File: src/rtl/ball_if.sv
// ball_if: bundles the ball controller's run/collision/point inputs and its
// position/direction outputs. "master" drives the inputs (datapath side),
// "slave" is the ball controller itself.
interface ball_if;
  logic       en;
  logic [1:0] paddle_collision;
  logic       wall_collision;
  logic       p1_point;
  logic       p2_point;
  logic [5:0] bx;
  logic [5:0] by;
  logic       dir_x;
  logic       dir_y;
  logic       ball_active;

  modport master (
    output en, paddle_collision, wall_collision, p1_point, p2_point,
    input  bx, by, dir_x, dir_y, ball_active
  );

  modport slave (
    input  en, paddle_collision, wall_collision, p1_point, p2_point,
    output bx, by, dir_x, dir_y, ball_active
  );
endinterface

File: src/rtl/ball_ctrl.sv
// ball_ctrl: Pong ball motion controller. Holds the ball at the centre for
// SERVE_TICKS movement ticks after reset or a point, then steps the ball one
// cell per tick, bouncing off paddles, walls and the grid edges.
// Optional macro BALL_SPEEDUP_EN: each paddle hit shortens the tick period by
// one cycle down to MIN_DIV; a point restores TICK_DIV.
module ball_ctrl #(
  parameter int TICK_DIV    = 4,
  parameter int MIN_DIV     = 2,
  parameter int SERVE_TICKS = 2
) (
  input logic   clk,
  input logic   rst,
  ball_if.slave bus
);

  localparam int CW = $clog2(TICK_DIV + 1);
  localparam int SW = $clog2(SERVE_TICKS + 1);

`ifdef BALL_SPEEDUP_EN
  localparam bit SPEEDUP = 1'b1;
`else
  localparam bit SPEEDUP = 1'b0;
`endif

  typedef enum logic {SERVE = 1'b0, MOVE = 1'b1} state_t;

  state_t        state_reg, state_next;
  logic [CW-1:0] cnt_reg;
  logic [CW-1:0] div_reg;
  logic [SW-1:0] serve_cnt_reg;
  logic [5:0]    bx_reg, by_reg;
  logic          dir_x_reg, dir_y_reg;

  logic          tick, point, serve_done, move_tick, hit;
  logic          dx_next, dy_next;
  logic [5:0]    bx_next, by_next;

  // A point only counts while the ball is in play and the controller runs.
  assign tick       = bus.en && (cnt_reg == div_reg - CW'(1));
  assign point      = bus.en && (state_reg == MOVE) && (bus.p1_point || bus.p2_point);
  assign serve_done = tick && (state_reg == SERVE) && (serve_cnt_reg == SW'(SERVE_TICKS - 1));
  assign move_tick  = tick && (state_reg == MOVE);
  assign hit        = bus.paddle_collision[0];  // 01 or 11

  // State register.
  always_ff @(posedge clk or posedge rst) begin
    if (rst) state_reg <= SERVE;
    else     state_reg <= state_next;
  end

  // Next state: serve ends on the last serve tick, a point returns to serve.
  always_comb begin
    state_next = state_reg;
    case (state_reg)
      SERVE: if (serve_done) state_next = MOVE;
      MOVE:  if (point)      state_next = SERVE;
      default: state_next = SERVE;
    endcase
  end

  // Output decode: ball is in play only in MOVE.
  always_comb begin
    bus.ball_active = (state_reg == MOVE);
  end

  // Resolve directions (paddle, wall, then grid edge) and step the ball.
  always_comb begin
    dx_next = dir_x_reg;
    dy_next = dir_y_reg;
    if (bus.paddle_collision == 2'b01)      dx_next = 1'b1;
    else if (bus.paddle_collision == 2'b11) dx_next = 1'b0;
    if (bus.wall_collision && by_reg == 6'd0)       dy_next = 1'b1;
    else if (bus.wall_collision && by_reg == 6'd63) dy_next = 1'b0;
    // Never wrap: a step past either edge reverses instead.
    if (dx_next && bx_reg == 6'd63)       dx_next = 1'b0;
    else if (!dx_next && bx_reg == 6'd0)  dx_next = 1'b1;
    if (dy_next && by_reg == 6'd63)       dy_next = 1'b0;
    else if (!dy_next && by_reg == 6'd0)  dy_next = 1'b1;
    bx_next = dx_next ? bx_reg + 6'd1 : bx_reg - 6'd1;
    by_next = dy_next ? by_reg + 6'd1 : by_reg - 6'd1;
  end

  // Tick and serve counters; a point restarts both from zero.
  always_ff @(posedge clk or posedge rst) begin
    if (rst) begin
      cnt_reg       <= '0;
      serve_cnt_reg <= '0;
    end else if (bus.en) begin
      if (point) begin
        cnt_reg       <= '0;
        serve_cnt_reg <= '0;
      end else begin
        cnt_reg <= tick ? '0 : cnt_reg + CW'(1);
        if (tick && state_reg == SERVE)
          serve_cnt_reg <= serve_done ? '0 : serve_cnt_reg + SW'(1);
      end
    end
  end

  // Position and direction: recentre on a point, step on each MOVE tick.
  always_ff @(posedge clk or posedge rst) begin
    if (rst) begin
      bx_reg    <= 6'd32;
      by_reg    <= 6'd32;
      dir_x_reg <= 1'b1;
      dir_y_reg <= 1'b1;
    end else if (point) begin
      bx_reg    <= 6'd32;
      by_reg    <= 6'd32;
      dir_x_reg <= bus.p2_point;  // p1 alone serves left, p2 or both serve right
      dir_y_reg <= 1'b1;
    end else if (move_tick) begin
      bx_reg    <= bx_next;
      by_reg    <= by_next;
      dir_x_reg <= dx_next;
      dir_y_reg <= dy_next;
    end
  end

  // Tick divisor: paddle hits speed the ball up; the counter wraps on the same
  // edge, so the shorter period applies from the next tick on.
  always_ff @(posedge clk or posedge rst) begin
    if (rst) begin
      div_reg <= CW'(TICK_DIV);
    end else if (point) begin
      div_reg <= CW'(TICK_DIV);
    end else if (SPEEDUP && move_tick && hit && div_reg > CW'(MIN_DIV)) begin
      div_reg <= div_reg - CW'(1);
    end
  end

  assign bus.bx    = bx_reg;
  assign bus.by    = by_reg;
  assign bus.dir_x = dir_x_reg;
  assign bus.dir_y = dir_y_reg;

endmodule

File: src/flat_wrapper.sv
// flat-port wrapper written by rule: the top's interface ports become plain ports
module ball_ctrl_flat 
#(
  parameter int TICK_DIV    = 4,
  parameter int MIN_DIV     = 2,
  parameter int SERVE_TICKS = 2
)
  (clk, rst, bus_en, bus_paddle_collision, bus_wall_collision, bus_p1_point, bus_p2_point, bus_bx, bus_by, bus_dir_x, bus_dir_y, bus_ball_active);
  ball_if bus_i ();
  input logic clk;
  input logic rst;
  input wire logic [$bits(bus_i.en)-1:0] bus_en;
  input wire logic [$bits(bus_i.paddle_collision)-1:0] bus_paddle_collision;
  input wire logic [$bits(bus_i.wall_collision)-1:0] bus_wall_collision;
  input wire logic [$bits(bus_i.p1_point)-1:0] bus_p1_point;
  input wire logic [$bits(bus_i.p2_point)-1:0] bus_p2_point;
  output wire logic [$bits(bus_i.bx)-1:0] bus_bx;
  output wire logic [$bits(bus_i.by)-1:0] bus_by;
  output wire logic [$bits(bus_i.dir_x)-1:0] bus_dir_x;
  output wire logic [$bits(bus_i.dir_y)-1:0] bus_dir_y;
  output wire logic [$bits(bus_i.ball_active)-1:0] bus_ball_active;
  assign bus_i.en = bus_en;
  assign bus_i.paddle_collision = bus_paddle_collision;
  assign bus_i.wall_collision = bus_wall_collision;
  assign bus_i.p1_point = bus_p1_point;
  assign bus_i.p2_point = bus_p2_point;
  assign bus_bx = bus_i.bx;
  assign bus_by = bus_i.by;
  assign bus_dir_x = bus_i.dir_x;
  assign bus_dir_y = bus_i.dir_y;
  assign bus_ball_active = bus_i.ball_active;
  ball_ctrl #(.TICK_DIV(TICK_DIV), .MIN_DIV(MIN_DIV), .SERVE_TICKS(SERVE_TICKS)) u_core (.clk(clk), .rst(rst), .bus(bus_i));
endmodule
File: config.mk
export PLATFORM = sky130hd
export DESIGN_NAME = ball_ctrl_flat
export DESIGN_NICKNAME = d
export VERILOG_FILES = /design/src/rtl/ball_if.sv /design/src/rtl/ball_ctrl.sv /design/src/flat_wrapper.sv
export SDC_FILE = /design/constraint.sdc
export NUM_CORES = 1
export LEC_CHECK = 0
export CAP_MARGIN = 5
export CORE_MARGIN = 2
export CORE_UTILIZATION = 40
export CTS_BUF_LIST = sky130_fd_sc_hd__clkbuf_4 sky130_fd_sc_hd__clkbuf_8
export DETAILED_ROUTE_END_ITERATION = 6
export PLACE_DENSITY = 0.66
export SLEW_MARGIN = 20
export SYNTH_ARGS = -nofsm -noshare
export SYNTH_HDL_FRONTEND = slang
export SYNTH_SLANG_ARGS = --single-unit
File: constraint.sdc
create_clock -name clk -period 2.65 [get_ports clk]
set_input_delay 0.53 -clock clk [delete_from_list [all_inputs] [get_ports clk]]
set_output_delay 0.53 -clock clk [all_outputs]
set_load 0.02 [all_outputs]
======== Yosys cells after proc, flatten, opt, wreduce, memory -nomap -nowiden ========
Index checks and enable logic that the tools add are counted.
word-level totals
  bits in registers ....................... 20
  input bits .............................. 8
  output and inout port bits .............. 15
  word-level logic and storage cells ...... 66
cells by class
  add/sub/neg operators ................... 6
  equal/unequal tests ..................... 6
  mux-type cells .......................... 26
  bitwise logic cells ..................... 1
  reductions and logical operators ........ 20
operator list
  kind                   number
  $mux W6                6
  $mux W1                14
  $add A6 B1 Y6 const B  2
  $eq A6 B6 Y1 const B   2
  $logic_and A1 B1 Y1    12
  $logic_not A6 Y1       2
  $sub A6 B1 Y6 const B  2
  $mux W2                3
  $mux W3                2
  $eq A2 B1 Y1 const B   2
  $reduce_bool A2 Y1     2
  $add A3 B1 Y3 const B  1
  $eq A3 B2 Y1 const B   1
  $add A2 B1 Y2 const B  1
  $eq A2 B2 Y1 const B   1
  $logic_not A1 Y1       2
  $pmux W1 S2            1
  $reduce_and A2 Y1      1
  $logic_or A1 B1 Y1     1
  $not A1 Y1             1

======== Depth between registers and ports, before layout ========
  word-level depth ........................ 11
  mapped depth ............................ 11
  gate-level depth less buffers ........... 10

======== Worst setup path after synthesis ========
No wires, ideal clock.
  kind .................................... register to register
  start point ............................. reg u_core.bx_reg[5] (netlist: u_core.bus.bx[5])
  end point ............................... reg u_core.bx_reg[5] (netlist: u_core.bus.bx[5])
  library setup time ...................... 0.061 ns
  data arrival time ....................... 2.541 ns
  data required time ...................... 2.589 ns
  slack ................................... 0.047 ns
  stages on the path, launching flop included .. 12
  period minus slack after synthesis ...... 2.603 ns
  cells stage by stage .................... dfstp_2 nand4_1 or3_1 and2_2 buf_2 inv_1 ha_1 a21oi_1 o211ai_1 nor4b_1 a2111oi_2 o31a_1
between the ends
  word-level cells in the longest chain between the ends .. 7
RTL lines
  what                                                                   line              RTL
  from (decl)                                                            ball_ctrl.sv:31   logic [5:0] bx_reg, by_reg;
  from (signal assigned)                                                 ball_ctrl.sv:113  bx_reg <= bx_next;
  parallel branches: the longest is 4 deep, another holds $sub A6 B1 Y6  n/a
  $mux W6 *                                                              ball_ctrl.sv:79   bx_next = dx_next ? bx_reg + 6'd1 : bx_reg - 6'd1;
  $mux W6 *                                                              ball_ctrl.sv:112  end else if (move_tick) begin
  $mux W6 *                                                              ball_ctrl.sv:107  end else if (point) begin
Every way passes the cells marked *. The select of a mux whose other input is x is not followed.
A chain may end at the register's enable or synchronous reset.

======== Worst setup path after layout ========
  start point ............................. in bus_paddle_collision[0]
  end point ............................... reg u_core.bx_reg[5] (netlist: u_core.bus.bx[5])
between the ends
  word-level cells in the longest chain between the ends .. 10
RTL lines
  what                 line                RTL
  from (decl)          flat_wrapper.sv:13  input wire logic [$bits(bus_i.paddle_collision)-1:0] bus_paddle_collision;
  $eq A2 B2 Y1         ball_ctrl.sv:71     else if (bus.paddle_collision == 2'b11) dx_next = 1'b0;
  $mux W1              ball_ctrl.sv:71
  $mux W1 *            ball_ctrl.sv:70     if (bus.paddle_collision == 2'b01) dx_next = 1'b1;
  $logic_not A1 Y1     ball_ctrl.sv:76     else if (!dx_next && bx_reg == 6'd0) dx_next = 1'b1;
  $logic_and A1 B1 Y1  ball_ctrl.sv:76
  $mux W1              ball_ctrl.sv:76
  $mux W1 *            ball_ctrl.sv:75     if (dx_next && bx_reg == 6'd63) dx_next = 1'b0;
  $mux W6 *            ball_ctrl.sv:79
  $mux W6 *            ball_ctrl.sv:112
  $mux W6 *            ball_ctrl.sv:107
Every way passes the cells marked *; elsewhere a longest branch is shown, timed or not. The select of a mux whose other input is x is not followed.

==> summary.md <==
| Metric | Value |
|---|---|
| Status | `finished clean` |
| Cells along the critical path | `clkdlybuf4s50_1 > or2_1 > a22o_2 > and2_4 > inv_4 > buf_4 > ha_4 > nand3_2 > o211ai_1 > nor4bb_2 > a2111oi_2 > o31a_1` |
| Nets | `214` |
| Worst-margin pin slew | `774 ps` |
| Clock Sinks | `20` |
| CTS tree | `done` |
| Critical Path End | `u_core.bus.bx[5]` |
| PortBufs | `22` |
| FFs w/ async S/R, synth | `1.00` |
| Layout cell share with drive strength beyond 1 | `0.335` |
| # DRC | `0` |
| Pin count of the biggest net entering global routing | `21` |
| Post-route ant nets | `0` |
| Vias in the first global route | `between 1000 and 1500` |
| Yosys warns | `0` |
| Clock power frac | `0.080` |
| Hold Path Class | `reg -> reg` |
| Post-route cell area | `1990 sq um` |
| Clock root buffer | `clkbuf_4` |
| Required @ worst endpoint | `a little under 3000 ps` |
| CP Capture Type | `flop` |
| CTS Hold Bufs | `0` |
| Pre-Repair DR Iteration Count | `5` |
| Worst VDD drop | `617 uV` |
| FF-to-FF Start | `u_core.bus.bx[3]` |
| #FFs+latches synth | `20` |
| Setup slack, reg-to-reg | `80 ps` |
| Total congestion overflow | `0` |
| Hold path depth | `1` |
| H-tree Lvls | `1` |
| Max cap viols | `0` |
| Die Area | `3830 sq um` |
| Detail Placement HPWL | `roughly 2400 um` |
| Worst-case clock buffer depth | `2` |
| CP Class | `in -> reg` |
| Synth Net Count | `161` |
| Vias/cell | `between 5 and 6` |
| TritonCTS Buffers | `3` |
| Worst r2r dst | `u_core.bus.bx[5]` |
| Antenna cells | `0` |
| Leakage | `0.897 nW` |
| Register area share after synthesis | `0.377` |
| Fin crit share | `0.991` |
| Critical Path Source | `bus_paddle_collision[0]` |
| First-pass GRT wire length | `5130 um` |
| Min Hold Slack | `467 ps` |
| Std cell rows | `21` |
| Startpoint Class | `primary input` |
| Mean post-synth cell area | `approximately 9.4 sq um` |
| Total track usage | `0.181` |
| Max Clock Freq | `381 MHz` |
| WP data arrival | `2880 ps` |
| CP Max Fanout | `4` |
| Largest cells by area after synthesis | `dfrtp_1 30%, ha_1 8.4%, dfstp_2 7.8%, nand2_1 4.5%, o21ai_0 4.1%` |
| Max-slew headroom | `0.484` |
| DIE WIDTH | `around 62 um` |
| Sw frac | `0.414` |
| Reg clk slew, reported paths | `120 ps` |
| Int Power | `1.31 mW` |
| Worst R2R Path Depth | `11` |
| Via count | `1255` |
| Dpl cells | `about 230` |
| Area leader, netlist | `dfrtp_1` |
| Ys flop type | `dfrtp_1` |
| Slew Limit Fails | `0` |
| Post-Synthesis Cells | `142` |
| Initial DRC count | `44` |
| Synth top cells by count | `16 x dfrtp_1, 16 x nand2_1, 11 x o21ai_0, 10 x inv_1, 9 x ha_1` |
| Comb power frac | `0.650` |
| Period minus WS final | `2630 ps` |
| EDFF count, synth | `0` |
| Ports | `23` |
| PD cells | `1120 nW/um^2` |
| Fin cells | `240` |
| Switch Pwr | `approximately 0.92 mW` |
| Yosys cell types | `46` |
| Core Footprint | `3280 sq um` |
| Setup violators final | `0` |
| Overall power | `between 2 and 2.5 mW` |
| Slowest stage delay, CP | `410 ps` |
| Clk_skew | `between 5 and 6 ps` |
| Final Hold Vio Count | `0` |
| Die height | `approximately 62 um` |
| Routed WL | `3410 um` |
| Dpl cell area | `1790 sq um` |
| Initial antenna violation count | `0` |
| WL/cell | `14.2 um` |
| Worst skew pair latency | `about 300 ps` |
| Top-area cell type share of the netlist area | `0.299` |
| Seq. cell area | `509 sq um` |
| Multi-input gate area | `887 sq um` |
| Filler instances | `about 280` |
| Post-Synthesis Cell Area | `1340 sq um` |
| Routability cong. | `around 0.82` |
| Area Overhead vs Synth | `48.5%` |
| Util after Layout | `0.606` |
| Slowest cell on crit path | `clkdlybuf4s50_1` |
| Initial core utilization | `0.408` |
| Seq pwr share | `0.270` |
## logic make-up (layout without fill, tap and decap cells)
kind of cell,count (synthesis),count (layout),share of synthesized area
DFF,20,20,0.377
buffers and inverters,16,68,0.0495
AOI/OAI and AO/OA,39,39,0.204
xor gates and xnor gates,8,8,0.0523
adders and majority gates,11,11,0.114
muxes,3,3,0.0224
and+or+nand+nor,45,45,0.180
## cells in the final DEF (no fill, tap or decap), types with 3 or more instances in the layout
cell and count:
ha_1 4, ha_4 5, inv_1 8, dfrtp_1 13
nand2_1 16, dfrtp_2 3, a21o_1 4, xnor2_1 3
and3_1 4, nor2_1 5, clkdlybuf4s50_1 22, xor2_1 5
clkbuf_4 3, nand3_1 3, a21oi_1 5, o21ai_0 11
dfstp_2 4, mux2i_1 3, buf_4 31
## through the flow
stage          setup WS (ps)  TNS, ps
6_report                22.7        0
2_1_floorplan           47.3        0
3_5_place_dp            -405    -1080
3_3_place_gp            -266     -794
4_1_cts                 19.2        0
5_1_grt                -44.8    -70.1
## power groups by stage
stage / clock network [mW] / registers (mW) / logic, mW
4_1_cts: 0.186 / 0.587 / 1.27
3_5_place_dp: 0 / 0.586 / 1.24
5_1_grt: 0.201 / 0.628 / 1.59
2_1_floorplan: 0 / 0.671 / 0.577
6_report: 0.178 / 0.603 / 1.45
3_3_place_gp: 0 / 0.579 / 1.20
## worst max-delay path, delay by kind of cell
family | cells | cell delay [ps]
adders and majority gates | 1 | 120
AOI/OAI and AO/OA | 4 | 1060
buffers and inverters | 3 | 610
and+or+nand+nor | 4 | 540
## what timing repair did
action,CTS,global route
setup buffers,0,5
setup endpoints to repair,2,2
pin swaps,3,9
resized for setup,3,20
## cell type report
| cell class | instances | area share |
|---|---|---|
| Inverter | 11 | 0.0233 |
| Timing Repair Buffer | 53 | 0.228 |
| Sequential cell | 20 | 0.256 |
| Tap cell | 46 | 0.0289 |
| Clock buffer | 4 | 0.0182 |
| Multi-Input combinational cell | 106 | 0.446 |
## how the worst min path moves through the flow
stage / slack (ps) / to / startpoint
floorplan: 430 / u_core.bus.ball_active / u_core.serve_cnt_reg[1]
global placement: 440 / u_core.bus.ball_active / u_core.serve_cnt_reg[1]
detailed placement: 450 / u_core.bus.ball_active / u_core.serve_cnt_reg[1]
CTS: 470 / u_core.bus.ball_active / u_core.serve_cnt_reg[1]
global route: 510 / u_core.bus.ball_active / u_core.serve_cnt_reg[1]
finish: 470 / u_core.bus.ball_active / u_core.serve_cnt_reg[1]
## routing by layer
metal  vias up  GRT usage  share of wire
li1        608          -              -
met1       625      0.216           0.44
met2        16      0.326           0.53
met3         6     0.0269          0.021
met4         0     0.0699         0.0085
met5         -          0              0
(Power assumes the default switching activity.)
